## src/rtl/pingpong_pkg.sv

```systemverilog
// Shared definitions for the paddle-location serial receive path.
// Provides location/coordinate widths, the default frame sync byte,
// the frame and byte-receiver state encodings, and the frame checksum.
package pingpong_pkg;

  localparam int LOC_W   = 22;
  localparam int COORD_W = 11;

  localparam logic [7:0] DEFAULT_HEADER = 8'hA5;

  typedef enum logic [2:0] {
    ST_HUNT,
    ST_GET_B0,
    ST_GET_B1,
    ST_GET_B2,
    ST_GET_CK
  } frame_state_t;

  typedef enum logic [2:0] {
    RX_IDLE,
    RX_START,
    RX_DATA,
    RX_STOP,
    RX_WAIT_HIGH
  } rx_state_t;

  function automatic logic [7:0] frame_checksum(input logic [7:0] b0,
                                                input logic [7:0] b1,
                                                input logic [7:0] b2);
    return b0 ^ b1 ^ b2;
  endfunction

endpackage

```

## src/rtl/uart_byte_rx.sv

```systemverilog
// 8N1 UART byte receiver, LSB first.
// Ports:
//   clk, rst_n    - system clock, synchronous active-low reset
//   uart_rx       - asynchronous serial line, idles high
//   byte_valid    - 1-clk pulse, byte_data holds a byte with a good stop bit
//   byte_data     - last received byte
//   byte_ferr     - 1-clk pulse, stop bit was sampled low
//
// state        | meaning
// RX_IDLE      | line idle, waiting for a low (start) level
// RX_START     | counting to the middle of the start bit
// RX_DATA      | sampling 8 data bits at bit centres
// RX_STOP      | sampling the stop bit
// RX_WAIT_HIGH | byte done, waiting for the line to return high
module uart_byte_rx
  import pingpong_pkg::*;
#(
  parameter int CLKS_PER_BIT = 16
) (
  input  logic       clk,
  input  logic       rst_n,
  input  logic       uart_rx,
  output logic       byte_valid,
  output logic [7:0] byte_data,
  output logic       byte_ferr
);

  localparam int CW = $clog2(CLKS_PER_BIT + 1);
  localparam logic [CW-1:0] FULL_LOAD = CW'(CLKS_PER_BIT - 1);
  localparam logic [CW-1:0] HALF_LOAD = CW'(CLKS_PER_BIT / 2 - 1);

  logic          rx_meta, rx_sync;
  rx_state_t     state_q, state_d;
  logic [CW-1:0] cnt_q, cnt_d;
  logic [2:0]    bit_q, bit_d;
  logic [7:0]    shift_q, shift_d;
  logic          valid_d, ferr_d;

  // Synchronizer resets to the idle (high) line level.
  always_ff @(posedge clk) begin
    if (!rst_n) begin
      rx_meta <= 1'b1;
      rx_sync <= 1'b1;
    end else begin
      rx_meta <= uart_rx;
      rx_sync <= rx_meta;
    end
  end

  always_ff @(posedge clk) begin
    if (!rst_n) begin
      state_q    <= RX_IDLE;
      cnt_q      <= '0;
      bit_q      <= '0;
      shift_q    <= '0;
      byte_valid <= 1'b0;
      byte_ferr  <= 1'b0;
    end else begin
      state_q    <= state_d;
      cnt_q      <= cnt_d;
      bit_q      <= bit_d;
      shift_q    <= shift_d;
      byte_valid <= valid_d;
      byte_ferr  <= ferr_d;
    end
  end

  always_comb begin
    state_d = state_q;
    cnt_d   = cnt_q;
    bit_d   = bit_q;
    shift_d = shift_q;
    valid_d = 1'b0;
    ferr_d  = 1'b0;
    case (state_q)
      RX_IDLE: begin
        // Only reached with the line high, so a low level is a falling edge.
        if (!rx_sync) begin
          state_d = RX_START;
          cnt_d   = HALF_LOAD;
        end
      end
      RX_START: begin
        if (cnt_q == '0) begin
          if (!rx_sync) begin
            state_d = RX_DATA;
            cnt_d   = FULL_LOAD;
            bit_d   = '0;
          end else begin
            state_d = RX_IDLE;  // glitch shorter than half a bit
          end
        end else begin
          cnt_d = cnt_q - CW'(1);
        end
      end
      RX_DATA: begin
        if (cnt_q == '0) begin
          shift_d = {rx_sync, shift_q[7:1]};
          cnt_d   = FULL_LOAD;
          if (bit_q == 3'd7) begin
            state_d = RX_STOP;
          end else begin
            bit_d = bit_q + 3'd1;
          end
        end else begin
          cnt_d = cnt_q - CW'(1);
        end
      end
      RX_STOP: begin
        if (cnt_q == '0) begin
          if (rx_sync) valid_d = 1'b1;
          else         ferr_d  = 1'b1;
          state_d = RX_WAIT_HIGH;
        end else begin
          cnt_d = cnt_q - CW'(1);
        end
      end
      RX_WAIT_HIGH: begin
        if (rx_sync) state_d = RX_IDLE;
      end
      default: state_d = RX_IDLE;
    endcase
  end

  assign byte_data = shift_q;

endmodule

```

## src/rtl/pat_frame_rx.sv

```systemverilog
// Paddle-location frame receiver: HEADER, B0, B1, B2, CK over UART.
// Ports:
//   clk, rst_n    - system clock, synchronous active-low reset
//   uart_rx       - serial line from the sensor MCU
//   pat_location  - last accepted location {x[10:0], y[10:0]}
//   pat_valid     - 1-clk pulse when pat_location was just updated
//   frame_err     - 1-clk pulse on a rejected frame, bad stop bit or timeout
//   link_up       - high from the first accepted frame until reset
//
// state     | meaning
// ST_HUNT   | waiting for the HEADER byte, other bytes dropped
// ST_GET_B0 | waiting for B0 = {2'b00, loc[21:16]}
// ST_GET_B1 | waiting for B1 = loc[15:8]
// ST_GET_B2 | waiting for B2 = loc[7:0]
// ST_GET_CK | waiting for CK, then accept or reject the frame
module pat_frame_rx
  import pingpong_pkg::*;
#(
  parameter int         CLK_FREQ     = 50_000_000,
  parameter int         BAUD         = 9600,
  parameter logic [7:0] HEADER       = DEFAULT_HEADER,
  parameter int         TIMEOUT_CLKS = 20 * (CLK_FREQ / BAUD)
) (
  input  logic             clk,
  input  logic             rst_n,
  input  logic             uart_rx,
  output logic [LOC_W-1:0] pat_location,
  output logic             pat_valid,
  output logic             frame_err,
  output logic             link_up
);

  localparam int CLKS_PER_BIT = CLK_FREQ / BAUD;
  localparam int TW = $clog2(TIMEOUT_CLKS + 1);
  localparam logic [TW-1:0] GAP_LOAD = TW'(TIMEOUT_CLKS);

  logic       byte_valid, byte_ferr;
  logic [7:0] byte_data;

  uart_byte_rx #(
    .CLKS_PER_BIT(CLKS_PER_BIT)
  ) u_byte_rx (
    .clk       (clk),
    .rst_n     (rst_n),
    .uart_rx   (uart_rx),
    .byte_valid(byte_valid),
    .byte_data (byte_data),
    .byte_ferr (byte_ferr)
  );

  frame_state_t     state_q, state_d;
  logic [7:0]       b0_q, b0_d, b1_q, b1_d, b2_q, b2_d;
  logic [TW-1:0]    gap_q, gap_d;
  logic [LOC_W-1:0] loc_q, loc_d;
  logic             pv_q, pv_d, fe_q, fe_d, link_q, link_d;
  logic             ck_ok;

  assign ck_ok = (byte_data == frame_checksum(b0_q, b1_q, b2_q)) && (b0_q[7:6] == 2'b00);

  always_ff @(posedge clk) begin
    if (!rst_n) begin
      state_q <= ST_HUNT;
      b0_q    <= '0;
      b1_q    <= '0;
      b2_q    <= '0;
      gap_q   <= '0;
      loc_q   <= '0;
      pv_q    <= 1'b0;
      fe_q    <= 1'b0;
      link_q  <= 1'b0;
    end else begin
      state_q <= state_d;
      b0_q    <= b0_d;
      b1_q    <= b1_d;
      b2_q    <= b2_d;
      gap_q   <= gap_d;
      loc_q   <= loc_d;
      pv_q    <= pv_d;
      fe_q    <= fe_d;
      link_q  <= link_d;
    end
  end

  always_comb begin
    state_d = state_q;
    b0_d    = b0_q;
    b1_d    = b1_q;
    b2_d    = b2_q;
    gap_d   = gap_q;
    loc_d   = loc_q;
    pv_d    = 1'b0;
    fe_d    = 1'b0;
    link_d  = link_q;
    if (byte_ferr) begin
      fe_d    = 1'b1;
      state_d = ST_HUNT;
    end else if (byte_valid) begin
      // A byte always reloads the gap timer, so it wins over a same-cycle timeout.
      gap_d = GAP_LOAD;
      case (state_q)
        ST_HUNT:   if (byte_data == HEADER) state_d = ST_GET_B0;
        ST_GET_B0: begin b0_d = byte_data; state_d = ST_GET_B1; end
        ST_GET_B1: begin b1_d = byte_data; state_d = ST_GET_B2; end
        ST_GET_B2: begin b2_d = byte_data; state_d = ST_GET_CK; end
        ST_GET_CK: begin
          if (ck_ok) begin
            loc_d  = {b0_q[5:0], b1_q, b2_q};
            pv_d   = 1'b1;
            link_d = 1'b1;
          end else begin
            fe_d = 1'b1;
          end
          state_d = ST_HUNT;
        end
        default: state_d = ST_HUNT;
      endcase
    end else if (state_q != ST_HUNT) begin
      if (gap_q == '0) begin
        fe_d    = 1'b1;
        state_d = ST_HUNT;
      end else begin
        gap_d = gap_q - TW'(1);
      end
    end
  end

  assign pat_location = loc_q;
  assign pat_valid    = pv_q;
  assign frame_err    = fe_q;
  assign link_up      = link_q;

endmodule

```

## config.mk

```make
export PLATFORM = sky130hd
export DESIGN_NAME = pat_frame_rx
export DESIGN_NICKNAME = d
export VERILOG_FILES = /design/src/rtl/pingpong_pkg.sv /design/src/rtl/uart_byte_rx.sv /design/src/rtl/pat_frame_rx.sv
export SDC_FILE = /design/constraint.sdc
export NUM_CORES = 1
export LEC_CHECK = 0
export CAP_MARGIN = 0
export CORE_AREA = 2 2 137 139
export DETAILED_ROUTE_END_ITERATION = 8
export DIE_AREA = 0 0 139 141
export PLACE_DENSITY = 0.45
export SLEW_MARGIN = 10
export SYNTH_ARGS = -nofsm -noshare
export SYNTH_HDL_FRONTEND = slang
export SYNTH_HIERARCHICAL = 1
export SYNTH_SLANG_ARGS = --single-unit
export TNS_END_PERCENT = 1
```

## constraint.sdc

```tcl
create_clock -name clk -period 2.7 [get_ports clk]
set_input_delay 0.27 -clock clk [delete_from_list [all_inputs] [get_ports clk]]
set_output_delay 0.27 -clock clk [all_outputs]
set_load 0.02 [all_outputs]
```

---- After elaboration in Yosys (flattened, before gate mapping) ----
Cells that the tools add are included.
word-level totals
  register bits after elaboration ......... 100
  word-level logic and storage cells ...... 109
  memory bits (writable) .................. 0
  memories kept ........................... 0
  bits of input ports ..................... 3
  latch bits .............................. 0
  ROM bits ................................ 0
cells by class
  add/subtract/negate cells ............... 3
  shifts and indexed selects .............. 0
  bitwise logic cells ..................... 6
  eq/ne operators ......................... 23
  mux-type cells .......................... 36
  reductions and logical operators ........ 24
  multipliers ............................. 0
  divide/modulo/power cells ............... 0
  order comparisons ....................... 0
operators by type and width
  kind                                                 number
  two-way mux 13 bit                                   5
  one-hot mux 13 bit (4 select lines)                  1
  two-way mux 17 bit                                   3
  two-way mux 3 bit                                    14
  AND reduction 3 bit                                  6
  logical NOT 17 bit                                   1
  subtractor 17 x 1 -> 17 bit (second input constant)  1
  bitwise XOR 8 bit                                    2
  one-hot mux 3 bit (5 select lines)                   1
  logical NOT 13 bit                                   1
  subtractor 13 x 1 -> 13 bit (second input constant)  1
  == test 3 x 2 -> 1 bit (second input constant)       4
  != test 2 x 1 -> 1 bit (second input constant)       6
  one-hot mux 3 bit (4 select lines)                   1
  == test 3 bit (second input constant)                3
  two-way mux 1 bit                                    9
  == test 8 bit                                        1
  == test 8 bit (second input constant)                1
  != test 2 bit (second input constant)                4
  AND reduction 4 bit                                  2
  == test 3 x 1 -> 1 bit (second input constant)       2
  logical NOT 3 bit                                    2
  != test 3 bit (second input constant)                2
  one-hot mux 3 bit (2 select lines)                   1
  13 further kinds                                     18

---- Logic depth before layout (Yosys ltp) ----
  word-level depth ........................ 8
  mapped depth ............................ 8
  gate-level depth less buffers ........... 7

---- Cells and area by module ----
The synthesis kept the hierarchy.
by module, submodules not included
  module        instances  cells an instance  area each (um2)
  pat_frame_rx  1          353                3,216.8
  uart_byte_rx  1          191                1,585.3

---- Least setup slack after synthesis ----
Ideal clock, no wire load.
  kind .................................... reg-to-reg
  start ................................... reg u_byte_rx.cnt_q[0]
  end ..................................... reg u_byte_rx.bit_q[0]
  required time ........................... 2,572 ps
  data arrival time ....................... 2,062 ps
  stages on the path, launching flop included .. 9
  path slack .............................. 510 ps
  cell sequence ........................... dfxtp_1 > inv_1 > ha_1 > or3b_2 > or4_4 > buf_2 > nor3_4 > mux2i_1 > nor2_1
between the ends
  cells in the longest elaborated chain, start to end .. 3
  elaborated cells between the ends (all ways) .. 4
  those cells by class .................... eq/ne (2); reduce/logical (2)
RTL lines
  what                               line                                    RTL
  from (decl)                        uart_byte_rx.sv:34                      logic [CW-1:0] cnt_q, cnt_d;
  from (signal assigned)             uart_byte_rx.sv:60                      cnt_q <= cnt_d;
  logical NOT 13 bit (*)             uart_byte_rx.sv:84, uart_byte_rx.sv:97
  != test 2 x 1 -> 1 bit (no line)   --
  AND reduction 5 bit (no line) (*)  --
  to (signal assigned)               uart_byte_rx.sv:61                      bit_q <= bit_d;
  to (decl)                          uart_byte_rx.sv:35                      logic [2:0] bit_q, bit_d;
Mark *: on every way between the ends. The rest lies on a longest branch, timed or not.
A chain may end at the register's enable or synchronous reset.

---- Worst setup path in the final report ----
  start ................................... reg u_byte_rx.cnt_q[0]
  end ..................................... reg u_byte_rx.cnt_q[11]
between the ends
  cells in the longest elaborated chain, start to end .. 3
  elaborated cells between the ends (all ways) .. 9
  those cells by class .................... add/sub (1); eq/ne (2); mux (4); reduce/logical (2)
RTL lines
  what                                                                               line                 RTL
  subtractor 13 x 1 -> 13 bit / logical NOT 13 bit (equally long branches)           --
  two-way mux 13 bit, or another cell as far along                                   uart_byte_rx.sv:110  if (cnt_q == '0) begin
  one-hot mux 13 bit (4 select lines) / AND reduction 4 bit (equally long branches)  --
Several ways; a longest one is shown, not always the timed one. The select of a mux whose other input is x is not followed.

==> results by group <==
Synthesis
  – Syn nets: ~550
  – Ys flop type: sky130_fd_sc_hd__dfxtp_1
  – Number of synthesized flops with an enable pin: 0
  – Yosys synthesis warning count: 6
  – Seq/Total Area, Yosys: 0.417
  – Distinct cell type count of the synthesized netlist: just under 60
  – Flip-flop and latch count after synthesis: 100
  – Average instance area after synthesis: 8.83 sq um
  – Cell taking the most area after synthesis: sky130_fd_sc_hd__dfxtp_1
  – Netlist Area Pre-Place: 0.00480 sq mm
  – Biggest area contributors in the synthesized netlist: sky130_fd_sc_hd__dfxtp_1 (42%), sky130_fd_sc_hd__mux2i_1 (10%), sky130_fd_sc_hd__nand2_1 (5.9%), sky130_fd_sc_hd__xnor2_1 (3.8%), sky130_fd_sc_hd__a21oi_1 (3.8%)
  – Number of instances in the synthesized netlist: 544
  – Ys async rst share: 0
  – Fraction of post-synthesis cell area in the top cell type by area: 0.417

Timing
  – Worst Max-Slew Pin Slew: 0.806 ns
  – Maximum frequency from static timing analysis: 403 MHz
  – Setup skew after layout: 0.0110 ns
  – Final slew viol count: 0
  – Worst setup margin: 0.216 ns
  – Final Hold Violating Endpoints: 0
  – Max transition margin: 0.458
  – TNS Setup: 0 ns
  – Setup repair after global routing missed its margin: false
  – Post-route clock period utilization: 0.920
  – Tmin final: 2.48 ns
  – Final-report setup violation count: 0

Setup path
  – Maximum fanout count along the critical path: 16
  – Worst reg2reg path startpoint: u_byte_rx/cnt_q[0]
  – Type of element capturing the critical path: flip-flop
  – Capturing point of the worst reg2reg path: u_byte_rx/cnt_q[11]
  – Register-to-Register Setup Slack: 0.22 ns
  – Critical path start-end classification: reg -> reg
  – Critical path data arrival time: 2.77 ns
  – Register-to-Register Path Depth: 8
  – Required @ worst endpoint: between 2 and 3 ns
  – Critical Path Source Type: flip-flop

Final layout
  – Commonest cells after routing, fill and taps aside: sky130_fd_sc_hd__dfxtp_1 (100), sky130_fd_sc_hd__nand2_1 (75), sky130_fd_sc_hd__mux2i_1 (50)
  – Fraction of final layout cells with drive strength greater than 1: 0.104
  – Final nets: 580
  – Total inserted antenna cells: 0
  – Area grow syn2layout: 18.4%
  – Most common cell after layout, fill and taps aside: sky130_fd_sc_hd__dfxtp_1

Clock network
  – Root buffer selected by CTS: sky130_fd_sc_hd__clkbuf_16
  – CTS tree: yes
  – Latest clock arrival within the worst-skew pair: around 0.36 ns
  – Hold Buf Count CTS: 0
  – Post CTS Setup Buffer Count: 0
  – H-tree lvl count: 3
  – Maximum buffer depth of the clock tree: 2
  – CTS-repair resized insts: 0
  – Total CTS buffers: 9
  – Clock transition at the register clock pins on the worst setup and hold paths after CTS: 0.07 ns
  – # clock sinks: 100

Floorplan
  – Horiz. Die Dim: 139 um
  – Core outline area: ~0.018 sq mm
  – Number of placement rows: 50
  – Die Footprint: 0.0196 sq mm
  – Starting utilization of the core area: 0.263
  – Y dimension of the die: between 100 and 150 um
  – I/O pins: 28

Pwr
  – Leak pwr: 2.07 nW
  – Peak supply drop: ~0.00031 V
  – PwrDens: 565 mW/mm^2

Global route
  – Total gr overflow: 0
  – Gr usage total: 0.120
  – Wire length of the first global-routing pass: 19200 um
  – Maximum number of pins on one net before global-route repair: between 40 and 50
  – Antenna violations before repair: 0
  – Vias in the first global route: 3776

Place
  – IO buf count: 27
  – Setup slack at placement: 0.263 ns
  – Placer's final routability congestion estimate: 0.805
  – Placed wire-length estimate: 7760 um

Detailed routing
  – Number of detailed-route iterations in the first pass: 4
  – Iter 0 DRT Violations: 202
  – Via-to-Cell Ratio: a little under 5
  – Number of vias after detailed routing: ~3900
  – Routed wire length per instance: 14.0 um
  – Remaining design rule violation count: 0
  – Total routed wirelength: around 11000 um
  – Remaining antenna violation count: 0

Flow run
  – Max cap viols: 0

Hold path
  – Hold wc startpoint: rst_n
  – Worst Hold Depth: 3
  – Class of the tightest hold or removal check: in -> reg
  – Endpoint, Worst Hold: gap_q[16]

Status
  – Status: complete, no violations
[cells in the mapped netlist (3+ instances only)]
master	n
sky130_fd_sc_hd__xor2_1	11
sky130_fd_sc_hd__nor3_1	10
sky130_fd_sc_hd__or4_1	6
sky130_fd_sc_hd__ha_1	6
sky130_fd_sc_hd__dfxtp_1	100
sky130_fd_sc_hd__nand2_1	75
sky130_fd_sc_hd__a31oi_1	11
sky130_fd_sc_hd__nor2b_1	3
sky130_fd_sc_hd__a211oi_1	6
sky130_fd_sc_hd__or3_1	12
sky130_fd_sc_hd__a21oi_1	36
sky130_fd_sc_hd__or4_4	4
sky130_fd_sc_hd__or2_2	3
sky130_fd_sc_hd__mux2i_1	50
sky130_fd_sc_hd__o21ai_0	4
sky130_fd_sc_hd__or3_2	3
sky130_fd_sc_hd__xnor2_1	21
sky130_fd_sc_hd__nand2b_1	9
sky130_fd_sc_hd__clkbuf_1	25
sky130_fd_sc_hd__nor4_1	8
sky130_fd_sc_hd__o221a_1	3
sky130_fd_sc_hd__o22ai_1	3
sky130_fd_sc_hd__o21ai_1	3
sky130_fd_sc_hd__inv_1	9
sky130_fd_sc_hd__nor2_1	47
sky130_fd_sc_hd__nor3b_1	5
sky130_fd_sc_hd__nand3_1	24
sky130_fd_sc_hd__nand4_1	3
[per-layer routing]
metal | part of all wire | GRT usage
met3 | 0.040 | 0.0357
met2 | 0.46 | 0.190
met5 | 0 | 0
met4 | 0.012 | 0.0372
met1 | 0.49 | 0.159
[critical path, stage by stage, from the launching register on]
cell and delay [ns]:
sky130_fd_sc_hd__dfxtp_1 0.35, sky130_fd_sc_hd__inv_1 0.10, sky130_fd_sc_hd__ha_1 0.15, sky130_fd_sc_hd__or3b_2 0.48, sky130_fd_sc_hd__or4_4 0.45, sky130_fd_sc_hd__a31oi_4 0.48
sky130_fd_sc_hd__buf_4 0.21, sky130_fd_sc_hd__a21oi_1 0.05, sky130_fd_sc_hd__o22ai_1 0.14
[kinds of logic (layout without fill, tap and decap cells)]
group                    after synthesis  in the layout  synth area share
AND/OR/NAND/NOR                      228            228             0.249
flip-flops                           100            100             0.417
AO/OA/AOI/OAI                         87             87             0.120
multiplexers                          50             50             0.104
buffers and inverters                 41             73            0.0357
XOR/XNOR                              32             32            0.0584
adder cells (fa/ha/maj)                6              6            0.0156
[power by group]
group,leakage (nW),internal [mW],switching [mW]
Clock,0.148,0.676,0.644
Sequential,0.807,1.50,0.0329
Combinational,1.12,0.139,0.225
[final cells by class]
type                       instances  area [sq um]
fill                            1919         12600
multi-input combinational        403          2640
clock buffer                      10           239
inverter                          11          41.3
clock inverter                     6          57.6
tap                              234           293
sequential                       100          2000
timing repair buffer              46           420
[flip-flops by register name, indices dropped and copies added (netlist names), 8 cells and up]
register	count
b0_q	8
u_byte_rx/byte_data	8
gap_q	17
u_byte_rx/cnt_q	13
b1_q	8
pat_location	22
b2_q	8
[how the worst max path moves through the flow]
stage,startpoint,endpoint,depth (start not counted)
CTS,u_byte_rx/cnt_q[0],u_byte_rx/cnt_q[11],8
global route,u_byte_rx/cnt_q[0],u_byte_rx/cnt_q[11],8
detailed placement,u_byte_rx/cnt_q[0],u_byte_rx/cnt_q[10],7
finish,u_byte_rx/cnt_q[0],u_byte_rx/cnt_q[11],8
floorplan,u_byte_rx/cnt_q[0],u_byte_rx/bit_q[0],8
global placement,u_byte_rx/cnt_q[0],u_byte_rx/cnt_q[12],7
[per-stage QoR]
step	hold slack (ns)	instances	power, mW	utilization	area [sq um]
final	0.312	810	3.21	0.311	5690
after global routing	0.317	810	3.37	0.311	5690
after CTS	0.301	810	3.27	0.311	5690
after detailed placement	0.409	794	1.92	0.295	5390
after global placement	0.426	794	1.92	0.295	5390
after floorplan	0.343	544	1.83	-	4800
(Power assumes the default switching activity.)
